$ cat src/rtl/instr_fetch_queue.sv
// Sequential instruction fetch feeding a DEPTH-entry prefetch queue toward decode.
// A branch (absolute or PC-relative) flushes queued and in-flight fetches and redirects the PC.
module instr_fetch_queue #(
    parameter int unsigned       ADDR_W     = 16,
    parameter int unsigned       INSTR_W    = 9,
    parameter int unsigned       DEPTH      = 4,
    parameter int unsigned       INC        = 1,
    parameter logic [ADDR_W-1:0] RESET_ADDR = '0
) (
    input  logic               CLK,
    input  logic               reset_ctrl_n,
    output logic               imem_req,
    output logic [ADDR_W-1:0]  imem_addr,
    input  logic [INSTR_W-1:0] imem_rdata,
    output logic               dec_valid,
    output logic [INSTR_W-1:0] dec_instr,
    output logic [ADDR_W-1:0]  dec_pc,
    input  logic               dec_ready,
    input  logic               branch_ctrl,
    input  logic               branch_mode,
    input  logic [ADDR_W-1:0]  branch_pc,
    input  logic [ADDR_W-1:0]  branch_target,
    input  logic               halt_ctrl
);

    localparam int unsigned PTR_W = $clog2(DEPTH);
    localparam int unsigned CNT_W = PTR_W + 1;

    typedef struct packed {
        logic [ADDR_W-1:0]  pc;
        logic [INSTR_W-1:0] instr;
    } entry_t;

    entry_t             r_queue [DEPTH];
    logic [ADDR_W-1:0]  r_fetch_pc;
    logic [PTR_W-1:0]   r_rd_ptr;
    logic [PTR_W-1:0]   r_wr_ptr;
    logic [CNT_W-1:0]   r_count;
    logic               r_inflight;
    logic [ADDR_W-1:0]  r_inflight_addr;

    logic [CNT_W-1:0]   w_occupancy;
    logic               w_can_issue;
    logic               w_push;
    logic               w_pop;
    logic [ADDR_W-1:0]  w_target;
    entry_t             w_head;

    // An in-flight request already owns a queue slot, so it counts toward occupancy.
    assign w_occupancy = r_count + CNT_W'(r_inflight);
    assign w_can_issue = !halt_ctrl && !branch_ctrl && (w_occupancy < CNT_W'(DEPTH));
    assign w_push      = r_inflight && !branch_ctrl;
    assign w_pop       = dec_valid && dec_ready && !branch_ctrl;
    assign w_target    = branch_mode ? (branch_pc + branch_target) : branch_target;
    assign w_head      = r_queue[r_rd_ptr];

    // Reset gates the request combinationally so it drops without waiting for a clock edge.
    assign imem_req  = reset_ctrl_n && w_can_issue;
    assign imem_addr = r_fetch_pc;
    assign dec_valid = (r_count != '0);
    assign dec_instr = dec_valid ? w_head.instr : '0;
    assign dec_pc    = dec_valid ? w_head.pc    : '0;

    // NOTE: sequential state uses non-blocking assignments so every flop samples pre-edge values.
    always_ff @(posedge CLK or negedge reset_ctrl_n) begin
        if (!reset_ctrl_n) begin
            r_fetch_pc      <= RESET_ADDR;
            r_rd_ptr        <= '0;
            r_wr_ptr        <= '0;
            r_count         <= '0;
            r_inflight      <= 1'b0;
            r_inflight_addr <= '0;
        end else if (branch_ctrl) begin
            r_fetch_pc <= w_target;
            r_rd_ptr   <= '0;
            r_wr_ptr   <= '0;
            r_count    <= '0;
            r_inflight <= 1'b0;
        end else begin
            if (w_can_issue) begin
                r_fetch_pc      <= r_fetch_pc + ADDR_W'(INC);
                r_inflight_addr <= r_fetch_pc;
            end
            r_inflight <= w_can_issue;
            if (w_push) r_wr_ptr <= r_wr_ptr + PTR_W'(1);
            if (w_pop)  r_rd_ptr <= r_rd_ptr + PTR_W'(1);
            case ({w_push, w_pop})
                2'b10:   r_count <= r_count + CNT_W'(1);
                2'b01:   r_count <= r_count - CNT_W'(1);
                default: r_count <= r_count;
            endcase
        end
    end

    // NOTE: queue storage is deliberately not reset; the empty-queue output mask hides stale entries.
    always_ff @(posedge CLK) begin
        if (w_push) r_queue[r_wr_ptr] <= '{pc: r_inflight_addr, instr: imem_rdata};
    end

endmodule

$ cat config.mk
export PLATFORM = sky130hd
export DESIGN_NAME = instr_fetch_queue
export DESIGN_NICKNAME = d
export VERILOG_FILES = /design/src/rtl/instr_fetch_queue.sv
export SDC_FILE = /design/constraint.sdc
export NUM_CORES = 1
export LEC_CHECK = 0
export CAP_MARGIN = 25
export CORE_AREA = 3 3 168 170
export CTS_BUF_LIST = sky130_fd_sc_hd__clkbuf_2 sky130_fd_sc_hd__clkbuf_4 sky130_fd_sc_hd__clkbuf_8
export DETAILED_ROUTE_END_ITERATION = 10
export DIE_AREA = 0 0 171 173
export SYNTH_ARGS = -nofsm -noshare
export SYNTH_HDL_FRONTEND = slang
export SYNTH_SLANG_ARGS = --single-unit
$ cat constraint.sdc
create_clock -name CLK -period 5.56 [get_ports CLK]
set_clock_uncertainty 0.05 [all_clocks]
set_input_delay 0.834 -clock CLK [delete_from_list [all_inputs] [get_ports CLK]]
set_output_delay 0.834 -clock CLK [all_outputs]
set_load 0.1 [all_outputs]
==> metrics.log <==
[metrics] sequential cell area fraction in the yosys report: 60.2%
[metrics] endpoints failing setup: 0
[metrics] initial standard-cell utilization of the core: 24.7%
[metrics] most common library cell in the layout ignoring fill and taps: edfxtp_1
[metrics] CTS Buffer Depth: 2
[metrics] quantity of I/O buffers inserted on ports: 89
[metrics] TritonCTS buffer count: 17
[metrics] via density per instance: 4.43
[metrics] Die Span Y: 173 um
[metrics] layout cell share with drive strength beyond 1: 12.3%
[metrics] HPWL after DPL: 10.5 mm
[metrics] clock period minus worst slack: 4080 ps
[metrics] worst setup slack before clock tree synthesis: 1890 ps
[metrics] routability congestion estimate: 0.807
[metrics] most used flip-flop cell after synthesis: edfxtp_1
[metrics] commonest cells after routing, fill and taps aside: 100 x edfxtp_1, 87 x clkdlybuf4s50_1, 58 x nand2_1
[metrics] crit path from: r_rd_ptr[0]
[metrics] startpoint type of the worst setup path: flip-flop
[metrics] total number of vias: 4133
[metrics] global-route total usage across every layer: 10.3%
[metrics] share of Yosys cell area claimed by the top area cell type: 45.1%
[metrics] multiplexer area fraction after synthesis: 9.99%
[metrics] xor/xnor cell area share of the yosys netlist: 4.21%
[metrics] Async SR Flop Fraction: 28.6%
[metrics] Placement Cell Area: 0.00789 mm^2
[metrics] cts hold-fix bufs: 0
[metrics] diode count: 0
[metrics] overall overflow remaining after global route: 0
[metrics] run status: finished clean
[metrics] total number of clock tree sinks: 140
[metrics] number of resized instances in the post-cts repair step: 0
[metrics] setup slack after layout: 1480 ps
[metrics] I/O pin total: 90
[metrics] Post-Layout Cell Count: 934
[metrics] number of nets with antenna violations after routing: 0
[metrics] Worst Hold Margin: 476 ps
[metrics] drt drc: 0
[metrics] final hold viol count: 0
[metrics] simple-gate share of the synthesized area: 11.1%
[metrics] worst skew pair latency: 440 ps
[metrics] leading area contributor after synthesis: edfxtp_1
[metrics] P_leak: 3.03 nW
[metrics] number of placed instances, taps included: 902
[metrics] filler instances: 2725
[metrics] CP bufs+invs: 1
[metrics] cell count after synthesis: 491
[metrics] number of global-route vias before repair: 4287
[metrics] clock transition at the register clock pins on the worst setup and hold paths after CTS: 80 ps
[metrics] total core area: 0.0269 mm^2
[metrics] initial antenna violation count: 0
[metrics] Clock H-tree levels: 4
[metrics] yosys warns: 0
[metrics] setup_tns: 0 ps
[metrics] stage delay of the slowest cell on the critical path: 990 ps
[metrics] number of optimization iterations in the first detailed-route pass: 4
[metrics] cell type group with the largest total delay on the critical path: flip-flops
[metrics] number of nets in the layout: 649
[metrics] most area-consuming cells after synthesis: edfxtp_1 45%, dfrtp_1 15%, mux4_2 8.5%
[metrics] IR Drop Worst-Case VDD: 0.000157 V
[metrics] max capacitance violation total: 0
[metrics] post-synthesis compound-gate area fraction: 7.71%
[metrics] CP endpoint kind: output port
[metrics] type of the most critical hold path: in -> async
[metrics] Critical R2R Launch: r_count[1]
[metrics] per-instance average area after synthesis: 13.5 um^2
[metrics] starting DRC count in detailed routing: 265
[metrics] count of flip-flops with a built-in enable after synthesis: 100
[metrics] standard cell with the maximum stage delay on the critical path: dfrtp_2
[metrics] Clock Root Buffer: clkbuf_8
[metrics] number of core rows: 60
[metrics] Crit path required time: 4680 ps
[metrics] slew at the pin closest to its max-slew limit: 1040 ps
[metrics] maximum fanout encountered on the critical timing path: 27
[metrics] pin count of the biggest net entering global routing: 42
[metrics] wire length reported by the detailed router: 14.8 mm
[metrics] post-synthesis to final-layout area growth: 24.8%
[metrics] worst-case headroom to the max-slew limit: 30.3%
[metrics] post-CTS setup-driven buffer insertion count: 0
[metrics] Post-Synth Adder-Cell Area: 4.36%
[metrics] RSZ-0062 raised after global routing: no
[metrics] overall die area: 0.0296 mm^2
[metrics] TritonCTS clock tree: done
[metrics] width of the chip: 171 um
[metrics] final design area excluding fillers: 0.00830 mm^2
[metrics] global-route wire length before repair: 23.6 mm
[metrics] Worst Setup Path Type: reg -> out
[metrics] top achievable clock speed: 245 MHz
[metrics] total nets after synthesis: 560
[metrics] cell chain of the critical path: mux4_2 -> and2_1 -> clkdlybuf4s50_1
[metrics] CP Data Arrival Time: 3200 ps
[metrics] total of flip-flops plus latches after synthesis: 140
[metrics] power density over cell area: 496 mW/mm^2
[metrics] final max-slew violation count: 0
[metrics] unique cell type count in the Yosys netlist: 56
[metrics] main combinational cell family by area after synthesis: simple AND/OR/NAND/NOR gates
[metrics] post-DR wirelength/cell: 15.9 um
[metrics] post-synthesis cell area: 0.00665 mm^2
[metrics] share of the clock period used by the worst path after layout: 73.4%
-- through the flow --
step | power, mW | util (%)
finish | 4.12 | 30.9
global route | 4.33 | 30.9
CTS | 4.17 | 30.9
detailed placement | 3.32 | 29.4
global placement | 3.31 | 29.4
floorplan | 2.85 | -
-- synth_stat cells, types with 10 or more instances --
cell	instances
edfxtp_1	100
a21oi_1	23
dfrtp_1	40
mux4_2	25
xor2_1	15
nand2_1	58
a21o_1	10
and2_1	29
inv_1	10
clkbuf_1	14
xnor2_1	17
o21ai_0	13
ha_1	20
nor2_1	23
-- cells by family after synthesis --
family / count (synthesis)
adder cells (fa/ha/maj): 22
XOR/XNOR: 32
multiplexers: 35
flip-flops: 140
AND/OR/NAND/NOR: 147
AO/OA/AOI/OAI: 79
buffers and inverters: 36
-- area by class of cell --
cell class | count | area [um^2] | area share, %
repair buffers | 95 | 928 | 11.2
multi-input cells | 315 | 2490 | 30.0
clock inverters | 15 | 179 | 2.15
well taps | 341 | 427 | 5.14
clock buffers | 17 | 234 | 2.82
inverters | 11 | 41.3 | 0.497
flip-flops and latches | 140 | 4010 | 48.2
-- final timing paths --
path | endpoint | slack [ps] | depth (start not counted)
max | dec_pc[0] | 1480 | 3
max reg2reg | r_count[2] | 2750 | 8
min reg2reg | r_queue[1][20] | 480 | 0
min in group CLK | r_queue[1][20] | 480 | 0
min | imem_addr[0] | 480 | 1
max in group asynchronous | r_rd_ptr[0] | 4360 | 1
-- power by group --
group	total [mW]	switching [mW]	leakage (nW)	internal, mW
combinational	1.80	1.32	1.43	0.485
clock	0.840	0.426	0.201	0.414
sequential	1.48	0.174	1.39	1.30
total	4.12	1.92	3.03	2.20
-- state kept, by name (all words and copies together), names as in the netlist --
signal	count
r_rd_ptr	2
r_inflight_addr	16
r_queue	100
imem_addr	16
r_wr_ptr	2
r_count	3
r_inflight	1
-- metal layers --
metal	vias to the layer above	part of all wire, %	global-route usage (%)
met2	119	47	16.4
met1	1998	47	13.7
met3	6	5.7	2.83
met5	-	0	0
met4	0	0.59	3.09
li1	2010	-	-
No activity file was read; power rests on OpenSTA's default activity.
